## src/rtl/contador_param.sv

```systemverilog
// contador_param: parametrised up/down modulo counter with a registered terminal-count pulse and a sticky overflow flag.
// Build option: define CONTADOR_PARAM_SATURATE_EN to clamp at the range limits instead of wrapping.
module contador_param #(
    parameter int WIDTH   = 12,
    parameter int MAX_VAL = 4095,
    parameter int STEP    = 1
) (
    input  logic             clk,
    input  logic             reset,
    input  logic             enable,
    input  logic             load,
    input  logic             up,
    input  logic [WIDTH-1:0] loadbits,
    input  logic             clr_ovf,
    output logic [WIDTH-1:0] count,
    output logic             tc,
    output logic             ovf
);

    // One extra bit keeps sum and wrap intermediates exact when MAX_VAL = 2^WIDTH-1.
    localparam logic [WIDTH:0]   MAX_X  = (WIDTH+1)'(MAX_VAL);
    localparam logic [WIDTH:0]   MOD_X  = (WIDTH+1)'(MAX_VAL + 1);
    localparam logic [WIDTH:0]   STEP_X = (WIDTH+1)'(STEP);
    localparam logic [WIDTH-1:0] MAX_N  = WIDTH'(MAX_VAL);

    logic [WIDTH-1:0] count_q, count_d;
    logic             tc_q, tc_d;
    logic             ovf_q, ovf_d;

    logic [WIDTH:0]   cnt_x;
    logic [WIDTH:0]   sum_x;
    logic [WIDTH:0]   load_x;
    logic [WIDTH-1:0] step_n;
    logic             evt;

    always_comb begin
        cnt_x  = {1'b0, count_q};
        sum_x  = cnt_x + STEP_X;
        load_x = {1'b0, loadbits};
        evt    = 1'b0;
        step_n = count_q;

        if (up) begin
            if (sum_x > MAX_X) begin
                evt = 1'b1;
`ifdef CONTADOR_PARAM_SATURATE_EN
                step_n = MAX_N;
`else
                step_n = WIDTH'(sum_x - MOD_X);
`endif
            end else begin
                step_n = WIDTH'(sum_x);
            end
        end else begin
            if (cnt_x < STEP_X) begin
                evt = 1'b1;
`ifdef CONTADOR_PARAM_SATURATE_EN
                step_n = '0;
`else
                step_n = WIDTH'(cnt_x + MOD_X - STEP_X);
`endif
            end else begin
                step_n = WIDTH'(cnt_x - STEP_X);
            end
        end
    end

    always_comb begin
        count_d = count_q;
        tc_d    = 1'b0;
        ovf_d   = ovf_q & ~clr_ovf;

        if (load) begin
            count_d = (load_x > MAX_X) ? MAX_N : loadbits;
        end else if (enable) begin
            count_d = step_n;
            tc_d    = evt;
            if (evt) begin
                ovf_d = 1'b1;
            end
        end
    end

    always_ff @(posedge clk) begin
        if (!reset) begin
            count_q <= '0;
            tc_q    <= 1'b0;
            ovf_q   <= 1'b0;
        end else begin
            count_q <= count_d;
            tc_q    <= tc_d;
            ovf_q   <= ovf_d;
        end
    end

    assign count = count_q;
    assign tc    = tc_q;
    assign ovf   = ovf_q;

endmodule

```

## config.mk

```make
export PLATFORM = sky130hd
export DESIGN_NAME = contador_param
export DESIGN_NICKNAME = d
export VERILOG_FILES = /design/src/rtl/contador_param.sv
export SDC_FILE = /design/constraint.sdc
export NUM_CORES = 1
export LEC_CHECK = 0
export CAP_MARGIN = 5
export CORE_ASPECT_RATIO = 1.5
export CORE_MARGIN = 2
export CORE_UTILIZATION = 51
export CTS_CLUSTER_SIZE = 40
export DETAILED_ROUTE_END_ITERATION = 16
export PLACE_DENSITY = 0.83
export SLEW_MARGIN = 20
export SYNTH_ARGS = -nofsm -noshare
export SYNTH_HDL_FRONTEND = slang
export SYNTH_SLANG_ARGS = --single-unit
export TNS_END_PERCENT = 30
```

## constraint.sdc

```tcl
create_clock -name clk -period 2.5 [get_ports clk]
set_clock_uncertainty 0.15 [all_clocks]
set_input_delay 0.25 -clock clk [delete_from_list [all_inputs] [get_ports clk]]
set_output_delay 0.25 -clock clk [all_outputs]
set_load 0.05 [all_outputs]
```

Word level (Yosys, flattened, before mapping)
Cells that the tools add are included.

operators by class
  add/subtract/negate cells = 5
  bitwise gates (word level) = 4
  muxes and demuxes = 12
  reductions and logical operators = 2
  magnitude comparators = 3

operators with widths
  cell                                                              number
  2-to-1 mux 12 bit                                                 6
  subtractor 12 x 1 -> 12 bit (second input constant)               3
  adder 12 x 1 -> 13 bit (second input constant)                    1
  greater-than comparator 13 x 12 -> 1 bit (second input constant)  1
  adder 12 x 1 -> 12 bit (second input constant)                    1
  greater-than comparator 12 bit (second input constant)            1
  less-than comparator 12 x 1 -> 1 bit (second input constant)      1
  2-to-1 mux 1 bit                                                  6
  NOT 1 bit                                                         3
  OR reduction 3 bit                                                1
  nonzero test 2 bit                                                1
  AND 1 bit                                                         1

word-level totals
  register bits after elaboration = 14
  word-level logic and storage cells = 29
  output and inout port bits = 14
  input bits = 18

Depth between registers and ports, before layout
Gate-level depths: netlist (run 1).

  word-level depth = 7
  depth in mapped cells = 8
  mapped depth without buffers = 7

Least setup slack after synthesis (run 1)
No wires, ideal clock.

  path type = register to register
  start = register count_q[1] (netlist: count[1])
  end = register count_q[8] (netlist: count[8])
  cell stages (with the launch flop) = 7
  slack = 0.444 ns
  clock period less this slack = 2.056 ns
  buffers on the path = 0
  library setup time = 0.116 ns
  arrival = 1.790 ns
  required time = 2.234 ns
  cells stage by stage = dfxtp_1 ha_1 nand4_1 o32ai_1 nand2_1 xnor2_1 o211a_1

on the way
  cells in the longest elaborated chain, start to end = 6
  elaborated cells between the ends (all ways) = 12
  classes of those cells = add/sub: 5; order compare: 2; mux: 5

ends and longest elaborated chain
  item                                                                     line    source
  from (decl)                                                              26      logic [WIDTH-1:0] count_q, count_d;
  from (signal assigned)                                                   90      count_q <= count_d;
  adder 12 x 1 -> 12 bit / adder 12 x 1 -> 13 bit (equally long branches)  60, 38
  subtractor 12 x 1 -> 12 bit (tied with other cells)                      60      step_n = WIDTH'(cnt_x + MOD_X - STEP_X);
  2-to-1 mux 12 bit, on equally long branches                              55, 44
  2-to-1 mux 12 bit (*)                                                    43      if (up) begin
  2-to-1 mux 12 bit (*)                                                    75      end else if (enable) begin
  2-to-1 mux 12 bit (*)                                                    73      if (load) begin

Mark *: on every way between the ends. The rest lies on a longest branch, timed or not. The select of a mux whose other input is x is not followed.
A chain may end at the register's enable or synchronous reset.

Worst setup path in the final report (run 1)
  start = register count_q[2] (netlist: count[2])
  end = output port count[2]

RTL lines
  item       line  source
  to (decl)  15    output logic [WIDTH-1:0] count,

No word-level cell between the ends.

==> metrics.log, run 1 <==
INFO  metric crit_path_cell_trace = clkdlybuf4s50_1
INFO  metric synth.lib_cells_used.distinct = 43
INFO  metric routabilityCongestion = 0.912
INFO  metric fin_area = 1430 µm²
INFO  metric reg2reg_setup_slack = 0.47 ns
INFO  metric run_status = complete, no violations
INFO  metric drv_slew = 0
INFO  metric syn-cell-area = 1110 µm²
INFO  metric die-area = 2580 µm²
INFO  metric cts_max_path_buffers = 2
INFO  metric rsz_0062_raised_after_global_routing = false
INFO  metric criticalPathCategory = flip-flop to primary output
INFO  metric fp.dieH = 61.3 µm
INFO  metric final_layout_size_suffix_gt1_frac = 0.0595
INFO  metric seq_area_frac_synth = 0.251
INFO  metric sequential_cell_area = 280 µm²
INFO  metric critical-path-max-stage-delay = 0.91 ns
INFO  metric wire_per_inst = 16.0 µm
INFO  metric cts.htree.levels = 1
INFO  metric synthFlopType = sky130_fd_sc_hd__dfxtp_1
INFO  metric cts-buffers-inserted = 3
INFO  metric synth_edf_count = 0
INFO  metric cp_max_fo = 15
INFO  metric worstSetupPathDepth = 1
INFO  metric holdCritPathClass = flip-flop to flip-flop
INFO  metric grt_pass1_wl = 5180 µm
INFO  metric port_buffers = 31
INFO  metric first_global_vias = 1150
INFO  metric placementRows = 20
INFO  metric postCtsSetupBuffers = 0
INFO  metric multi_input_comb_area = 747 µm²
INFO  metric place_area = 1410 µm²
INFO  metric pin_count_of_the_biggest_net_entering_global_routing = 17
INFO  metric syn-instance-count = 143
INFO  metric critical_path.endpoint_type = primary output
INFO  metric setup.worst_path.end = count[2]
INFO  metric share_of_flip_flops_with_an_asynchronous_set_or_reset = 0
INFO  metric floorplan.initialDensity = 0.543
INFO  metric area.growth.synth_to_final = 28.5%
INFO  metric cts.sinks = 14
INFO  metric vias_per_cell = 6.14
INFO  metric clock_tree_from_tritoncts = done
INFO  metric via_count = 1166
INFO  metric finalHoldViolCount = 0
INFO  metric detail_route.iter0.violations = 39
INFO  metric grt_overflow = 0
INFO  metric worst_r2r_path_depth = 6
INFO  metric drt.antenna.violating_nets = 0
INFO  metric floorplan.core_area = 2050 µm²
INFO  metric power_density_cells = 454 nW/µm²
INFO  metric grt_use_total = 0.265
INFO  metric vdd_drop_max = 0.324 mV
INFO  metric final.min_clock_period = 2.25 ns
INFO  metric final_cell_mix = 31 x sky130_fd_sc_hd__clkdlybuf4s50_1, 15 x sky130_fd_sc_hd__nand2_1, 14 x sky130_fd_sc_hd__dfxtp_1, 10 x sky130_fd_sc_hd__o21ai_0
INFO  metric max_freq = 444 MHz
INFO  metric post_cts_hold_buffer_count = 0
INFO  metric dieWidth = 42.2 µm
INFO  metric setup_tns = 0 ns
INFO  metric post_cts_gate_resize_count = 0
INFO  metric final_net_count = 191
INFO  metric half_perimeter_wire_length_after_placement = 2280 µm
INFO  metric worst_setup_path_start_kind = flip-flop
INFO  metric layout_commonest_cell = sky130_fd_sc_hd__clkdlybuf4s50_1
INFO  metric postSynthAreaPerCell = 7.80 µm²
INFO  metric synth.ff_latch_count = 14
INFO  metric detailed_route_drc_error_count = 0
INFO  metric critPathRequiredTime = 2.10 ns
INFO  metric final.fill_count = 179
INFO  metric crit_arrival = 1.85 ns
INFO  metric drtPass1Iterations = 4
INFO  metric final_hold_slack = 0.331 ns
INFO  metric timing.final.setup_violations = 0
INFO  metric leakage = 0.510 nW
INFO  metric yosys_warnings = 0
INFO  metric i_o_pins = 32
INFO  metric layout_worst_path_cycle_share = 0.901
INFO  metric startpoint_of_the_worst_slack_reg_to_reg_timing_path = count[1]
INFO  metric routed_wirelength = 3040 µm
INFO  metric cts.reportedPaths.clkPinSlew = 0.09 ns
INFO  metric cts_root_buf = sky130_fd_sc_hd__clkbuf_4
INFO  metric maxCapViolCount = 0
INFO  metric critical-path-top-delay-family = buffers and inverters
INFO  metric r2r_end = count[8]
INFO  metric max_slew_margin_vs_limit = 0.643
INFO  metric antenna_found_initial = 0
INFO  metric power.total = 0.000650 W
INFO  metric worst_setup_path_startpoint = count[2]
INFO  metric cp_num_buf_inv = 1
INFO  metric cp_slowest_cell = sky130_fd_sc_hd__clkdlybuf4s50_1
INFO  metric tightest_slew = 0.535 ns
INFO  metric clk-insertion-delay-late = 0.28 ns
INFO  metric antenna-diode-count = 0
INFO  metric synth.net_count = 164
worst min path at each step:
| stage | end | startpoint | cells past startpoint |
|---|---|---|---|
| after floorplan | ovf | clr_ovf | 1 |
| after global placement | ovf | ovf | 2 |
| after detailed placement | ovf | ovf | 2 |
| after CTS | ovf | ovf | 2 |
| after global routing | ovf | ovf | 2 |
| final | ovf | ovf | 2 |
kinds of logic after synthesis:
kind of cell / synth area share
AND/OR/NAND/NOR: 0.305
AO/OA/AOI/OAI: 0.211
buffers and inverters: 0.0786
flip-flops: 0.251
XOR/XNOR: 0.102
adder cells (fa/ha/maj): 0.0337
multiplexers: 0.0180
power by group:
group	total [W]	switching (W)	internal (W)	leakage, nW
clock	0.000133	0.0000776	0.0000558	0.0138
sequential	0.000283	0.0000435	0.000239	0.116
combinational	0.000234	0.000129	0.000105	0.380
total	0.000650	0.000250	0.000400	0.510
state kept, by name (all words and copies together) (netlist names):
name and count:
count 12, ovf 1, tc 1
layer usage:
metal	track usage	routed length [µm]	vias up
li1	-	-	575
met5	0	0	-
met2	0.495	1550	50
met4	0.107	53	0
met3	0.0440	202	8
met1	0.300	1230	533
synthesized netlist by cell type (all sizes together), types with 4 or more instances:
library cell | n | area [µm²]
inv | 6 | 22.5
nand4 | 7 | 43.8
xor2 | 6 | 52.6
nand3 | 5 | 25.0
buf | 8 | 48.8
a21oi | 7 | 35.0
o21ai | 12 | 60.1
nand2b | 4 | 25.0
nor4 | 4 | 31.3
nor2 | 4 | 15.0
dfxtp | 14 | 280
xnor2 | 7 | 61.3
nand2 | 15 | 56.3
clkbuf | 4 | 16.3
nor3 | 5 | 25.0
through the flow:
stage          setup slack [ns]  std cells  utilization
6_report                  0.247        190        0.698
5_1_grt                   0.187        190        0.698
4_1_cts                   0.241        190        0.698
3_5_place_dp              0.365        187        0.687
3_3_place_gp              0.406        187        0.687
2_1_floorplan             0.444        143            -
layout make-up:
type,count,share of cell area
multi-input cells,111,0.521
repair buffers,34,0.232
flip-flops and latches,14,0.196
well taps,22,0.0192
clock buffers,3,0.0157
inverters,6,0.0157
Note: power is estimated with default switching activity, not from simulation.
==> run 2: changes to the inputs <==
CORE_UTILIZATION = 40   (was 51)
CTS_BUF_LIST = sky130_fd_sc_hd__clkbuf_16   (was default)
PLACE_DENSITY = 0.67   (was 0.83)
REMOVE_ABC_BUFFERS = 1   (was default)
==> metrics.log, run 2 (synthesis gave the netlist of run 1 again) <==
INFO  metric cts_max_path_buffers = 2 (unchanged)
INFO  metric power_switching_share = 0.328 (-0.0572)
INFO  metric grt_pass1_wl = 5150 µm (-0.66%)
INFO  metric maxCapViolCount = 0 (unchanged)
INFO  metric place_area = 1430 µm² (+1.3%)
INFO  metric via_count = 1148 (-1.5%)
INFO  metric routed_wirelength = 3010 µm (-0.82%)
INFO  metric final_layout_size_suffix_gt1_frac = 0.0592 (-0.000352)
INFO  metric cts-buffers-inserted = 3 (unchanged)
INFO  metric half_perimeter_wire_length_after_placement = 2270 µm (-0.45%)
INFO  metric cts_root_buf = sky130_fd_sc_hd__clkbuf_16
INFO  metric cts.htree.levels = 1 (unchanged)
INFO  metric post_cts_gate_resize_count = 0 (unchanged)
INFO  metric timing.final.setup_violations = 0 (unchanged)
INFO  metric floorplan.initialDensity = 0.417 (-0.127)
INFO  metric grt_use_total = 0.224 (-0.0414)
INFO  metric cp_max_fo = 15 (unchanged)
INFO  metric layout_worst_path_cycle_share = 0.871 (-0.0309)
INFO  metric max_freq = 460 MHz (+3.5%)
INFO  metric critPathRequiredTime = 2.10 ns (about the same)
INFO  metric crit_arrival = 1.78 ns (-0.07 ns)
INFO  metric rsz_0062_raised_after_global_routing = false
INFO  metric max_slew_margin_vs_limit = 0.665 (+0.0220)
INFO  metric final.min_clock_period = 2.18 ns (-0.0772 ns)
INFO  metric i_o_pins = 32 (unchanged)
INFO  metric cp_num_buf_inv = 1 (unchanged)
INFO  metric power_density_cells = 549 nW/µm² (+21%)
INFO  metric power.clock.fraction = 0.378 (+0.173)
INFO  metric share_seq_of_total_power = 0.342 (-0.093)
INFO  metric dieWidth = 47.1 µm (+12%)
INFO  metric cts.reportedPaths.clkPinSlew = 0.05 ns (-0.04 ns)
INFO  metric first_global_vias = 1129 (-1.8%)
INFO  metric critical-path-max-stage-delay = 0.90 ns (about the same)
INFO  metric detail_route.iter0.violations = 33 (-15%)
INFO  metric wire_per_inst = 14.6 µm (-8.5%)
INFO  metric cts.sinks = 14 (unchanged)
INFO  metric routabilityCongestion = 0.933 (+2.3%)
INFO  metric final_hold_slack = 0.334 ns (+0.00253 ns)
INFO  metric floorplan.core_area = 2680 µm² (+30%)
INFO  metric leakage = 0.534 nW (+4.8%)
INFO  metric crit_path_cell_trace = clkdlybuf4s50_1
INFO  metric placementRows = 23 (+15%)
INFO  metric final.fill_count = 256 (+43%)
INFO  metric criticalPathCategory = flip-flop to primary output
INFO  metric die-area = 3230 µm² (+25%)
INFO  metric comb_power_share = 0.280 (-0.080)
INFO  metric fin_area = 1510 µm² (+5.2%)
INFO  metric drt.antenna.violating_nets = 0 (unchanged)
INFO  metric critical_path.endpoint_type = primary output
INFO  metric switchingPower = 0.000271 W (+8.3%)
INFO  metric tightest_slew = 0.501 ns (-0.0338 ns)
INFO  metric internal_power = 0.000556 W (+39%)
INFO  metric vdd_drop_max = 0.345 mV (+6.7%)
INFO  metric drv_slew = 0 (unchanged)
INFO  metric largest_register_ffs = 12 (unchanged)
INFO  metric area.growth.synth_to_final = 35.2%
INFO  metric pin_count_of_the_biggest_net_entering_global_routing = 16 (-1)
INFO  metric antenna-diode-count = 0 (unchanged)
INFO  metric setup_tns = 0 ns (unchanged)
INFO  metric clock_tree_from_tritoncts = done
INFO  metric postCtsSetupBuffers = 0 (unchanged)
INFO  metric clk-insertion-delay-late = 0.25 ns (-0.03 ns)
INFO  metric port_buffers = 31 (unchanged)
INFO  metric final_net_count = 191 (unchanged)
INFO  metric layout_commonest_cell = sky130_fd_sc_hd__clkdlybuf4s50_1
INFO  metric final_cell_mix = 31 x sky130_fd_sc_hd__clkdlybuf4s50_1, 15 x sky130_fd_sc_hd__nand2_1, 14 x sky130_fd_sc_hd__dfxtp_1, 10 x sky130_fd_sc_hd__o21ai_0
INFO  metric post_cts_hold_buffer_count = 0 (unchanged)
INFO  metric grt_overflow = 0 (unchanged)
INFO  metric vias_per_cell = 5.57 (-9.2%)
INFO  metric run_status = complete, no violations
INFO  metric critical-path-top-delay-family = buffers and inverters
INFO  metric worst_setup_path_start_kind = flip-flop
INFO  metric detailed_route_drc_error_count = 0 (unchanged)
INFO  metric fp.dieH = 68.7 µm (+12%)
INFO  metric antenna_found_initial = 0 (unchanged)
INFO  metric finalHoldViolCount = 0 (unchanged)
INFO  metric cp_slowest_cell = sky130_fd_sc_hd__clkdlybuf4s50_1
INFO  metric holdCritPathClass = flip-flop to flip-flop
INFO  metric drtPass1Iterations = 4 (unchanged)
-- run 2: layer usage --
metal	part of all wire	track usage
met5	0	0
met4	0.030	0.104
met3	0.051	0.0599
met2	0.52	0.358
met1	0.40	0.271
-- run 2: worst min-delay path, stage by stage (launching register included) --
cell and delay, ns:
sky130_fd_sc_hd__dfxtp_1 0.31, sky130_fd_sc_hd__nand2_1 0.06, sky130_fd_sc_hd__o22ai_1 0.06
-- run 2: layout make-up --
| type | count | area [µm²] | area share |
|---|---|---|---|
| flip-flops and latches | 14 | 280 | 0.186 |
| multi-input cells | 111 | 747 | 0.495 |
| clock inverters | 1 | 3.75 | 0.00249 |
| repair buffers | 34 | 333 | 0.221 |
| clock buffers | 3 | 75.1 | 0.0498 |
| inverters | 6 | 22.5 | 0.0149 |
| well taps | 37 | 46.3 | 0.0307 |
-- run 2: power by group through the flow --
stage / Sequential, W / Combinational (W) / Clock [W]
6_report: 0.000283 / 0.000232 / 0.000313
2_1_floorplan: 0.000333 / 0.0000870 / 0
4_1_cts: 0.000281 / 0.000233 / 0.000316
5_1_grt: 0.000287 / 0.000252 / 0.000326
3_5_place_dp: 0.000286 / 0.000231 / 0
3_3_place_gp: 0.000286 / 0.000228 / 0
-- run 2: worst paths after layout --
path	slack, ns	cells past startpoint	from	endpoint
worst max-delay path	0.32	1	count[2]	count[2]
worst min-delay path	0.33	2	ovf	ovf
worst max register to register	0.42	6	count[0]	count[8]
worst min register to register	0.33	2	ovf	ovf
-- run 2: stage by stage --
step	total power (W)	utilization	instances	setup WS, ns
after floorplan	0.000419	-	131	0.373
after global placement	0.000514	0.534	202	0.412
after detailed placement	0.000516	0.534	202	0.396
after CTS	0.000830	0.563	206	0.345
after global routing	0.000865	0.563	206	0.266
final	0.000827	0.563	206	0.324
==> run 3: changes to the inputs <==
CTS_CLUSTER_SIZE = 28   (was 40)
MAX_ROUTING_LAYER = met4   (was default)
==> metrics.log, run 3 (synthesis gave the netlist of run 1 again) <==
INFO  metric run_status = complete, no violations
INFO  metric vias_per_cell = 5.75 (+3.1%)
INFO  metric largest_register_ffs = 12 (unchanged)
INFO  metric final_cell_mix = 31 x sky130_fd_sc_hd__clkdlybuf4s50_1, 15 x sky130_fd_sc_hd__nand2_1, 14 x sky130_fd_sc_hd__dfxtp_1, 10 x sky130_fd_sc_hd__o21ai_0
INFO  metric critical_path.endpoint_type = primary output
INFO  metric cts.htree.levels = 1 (unchanged)
INFO  metric detail_route.iter0.violations = 34 (+3.0%)
INFO  metric drv_slew = 0 (unchanged)
INFO  metric final_net_count = 191 (unchanged)
INFO  metric port_buffers = 31 (unchanged)
INFO  metric power_switching_share = 0.329 (+0.000841)
INFO  metric half_perimeter_wire_length_after_placement = 2210 µm (-2.7%)
INFO  metric antenna_found_initial = 0 (unchanged)
INFO  metric power.clock.fraction = 0.378 (about the same)
INFO  metric cts_max_path_buffers = 2 (unchanged)
INFO  metric final.min_clock_period = 2.17 ns (-0.00989 ns)
INFO  metric maxCapViolCount = 0 (unchanged)
INFO  metric postCtsSetupBuffers = 0 (unchanged)
INFO  metric fp.dieH = 68.7 µm (unchanged)
INFO  metric final_layout_size_suffix_gt1_frac = 0.0592 (unchanged)
INFO  metric pin_count_of_the_biggest_net_entering_global_routing = 16 (unchanged)
INFO  metric detailed_route_drc_error_count = 0 (unchanged)
INFO  metric vdd_drop_max = 0.408 mV (+18%)
INFO  metric switchingPower = 0.000272 W (+0.41%)
INFO  metric max_slew_margin_vs_limit = 0.665 (about the same)
INFO  metric detailedPlace.worstSlack = 0.384 ns (-0.0114 ns)
INFO  metric crit_path_cell_trace = clkdlybuf4s50_1
INFO  metric grt_pass1_wl = 4880 µm (-5.2%)
INFO  metric tightest_slew = 0.501 ns (-0.000170 ns)
INFO  metric crit_arrival = 1.77 ns (about the same)
INFO  metric die-area = 3230 µm² (unchanged)
INFO  metric floorplan.initialDensity = 0.417 (unchanged)
INFO  metric internal_power = 0.000556 W (about the same)
INFO  metric timing.final.setup_violations = 0 (unchanged)
INFO  metric comb_power_share = 0.280 (about the same)
INFO  metric critical-path-top-delay-family = buffers and inverters
INFO  metric drtPass1Iterations = 4 (unchanged)
INFO  metric area.growth.synth_to_final = 35.2% (unchanged)
INFO  metric cp_num_buf_inv = 1 (unchanged)
INFO  metric cts.reportedPaths.clkPinSlew = 0.05 ns (about the same)
INFO  metric first_global_vias = 1090 (-3.5%)
INFO  metric floorplan.core_area = 2680 µm² (unchanged)
INFO  metric final_core_utilization = 0.563 (unchanged)
INFO  metric rsz_0062_raised_after_global_routing = false
INFO  metric antenna-diode-count = 0 (unchanged)
INFO  metric placementRows = 23 (unchanged)
INFO  metric layout_worst_path_cycle_share = 0.867 (-0.00396)
INFO  metric clk-insertion-delay-late = 0.25 ns (about the same)
INFO  metric cp_max_fo = 15 (unchanged)
INFO  metric finalHoldViolCount = 0 (unchanged)
INFO  metric drt.antenna.violating_nets = 0 (unchanged)
INFO  metric share_seq_of_total_power = 0.342 (about the same)
INFO  metric layout_commonest_cell = sky130_fd_sc_hd__clkdlybuf4s50_1
INFO  metric max_freq = 462 MHz (+0.46%)
INFO  metric grt_use_total = 0.216 (-0.00772)
INFO  metric cp_slowest_cell = sky130_fd_sc_hd__clkdlybuf4s50_1
INFO  metric critPathRequiredTime = 2.10 ns (about the same)
INFO  metric critical-path-max-stage-delay = 0.90 ns (about the same)
INFO  metric routabilityCongestion = 0.943 (+1.1%)
INFO  metric final_hold_slack = 0.334 ns (+0.000484 ns)
INFO  metric worst_setup_path_start_kind = flip-flop
INFO  metric wire_per_inst = 14.7 µm (+0.43%)
INFO  metric setup_slack = 0.334 ns (+0.00989 ns)
INFO  metric power_density_cells = 550 nW/µm² (+0.15%)
INFO  metric leakage = 0.534 nW (unchanged)
INFO  metric grt_overflow = 0 (unchanged)
INFO  metric i_o_pins = 32 (unchanged)
INFO  metric final.fill_count = 268 (+4.7%)
INFO  metric routed_wirelength = 3030 µm (+0.43%)
INFO  metric cts-buffers-inserted = 3 (unchanged)
INFO  metric holdCritPathClass = flip-flop to flip-flop
INFO  metric clock_tree_from_tritoncts = done
INFO  metric via_count = 1184 (+3.1%)
INFO  metric cts.sinks = 14 (unchanged)
INFO  metric dieWidth = 47.1 µm (unchanged)
INFO  metric cts_root_buf = sky130_fd_sc_hd__clkbuf_16
INFO  metric setup_tns = 0 ns (unchanged)
INFO  metric post_cts_hold_buffer_count = 0 (unchanged)
INFO  metric criticalPathCategory = flip-flop to primary output
INFO  metric post_cts_gate_resize_count = 0 (unchanged)
-- run 3: area by class of cell --
type / instances / area (µm²) / area share
Timing Repair Buffer: 34 / 333 / 0.221
Inverter: 6 / 22.5 / 0.0149
Tap cell: 37 / 46.3 / 0.0307
Clock inverter: 1 / 3.75 / 0.00249
Clock buffer: 3 / 75.1 / 0.0498
Multi-Input combinational cell: 111 / 747 / 0.495
Sequential cell: 14 / 280 / 0.186
-- run 3: path summary, 6_finish.rpt --
path | startpoint | endpoint | slack, ns | cells after the start
worst min-delay path | ovf | ovf | 0.33 | 2
worst max-delay path | count[2] | count[2] | 0.33 | 1
worst min register to register | ovf | ovf | 0.33 | 2
worst max register to register | count[0] | count[8] | 0.42 | 6
-- run 3: worst min-delay path: cells and delay by family (launching register included) --
family	cells	cell delay, ns
flops	1	0.30
compound gates	1	0.07
simple gates	1	0.06
-- run 3: power groups by stage --
stage | logic, W | registers [W] | clock network (W)
5_1_grt | 0.000249 | 0.000287 | 0.000327
6_report | 0.000232 | 0.000283 | 0.000314
2_1_floorplan | 0.0000870 | 0.000333 | 0
3_3_place_gp | 0.000229 | 0.000286 | 0
3_5_place_dp | 0.000230 | 0.000286 | 0
4_1_cts | 0.000232 | 0.000282 | 0.000314
-- run 3: routing by layer --
layer	GRT usage	wire length, µm	share of wire	vias up
li1	-	-	-	576
met1	0.261	1240	0.41	562
met2	0.346	1570	0.52	39
met3	0.0313	131	0.043	7
met4	0.101	84	0.028	0
met5	-	0	0	-
-- run 3: metrics by stage --
stage / instance area, µm² / instances / total power (W)
finish: 1510 / 206 / 0.000829
global route: 1510 / 206 / 0.000863
CTS: 1510 / 206 / 0.000829
detailed placement: 1430 / 202 / 0.000516
global placement: 1430 / 202 / 0.000515
floorplan: 1050 / 131 / 0.000419
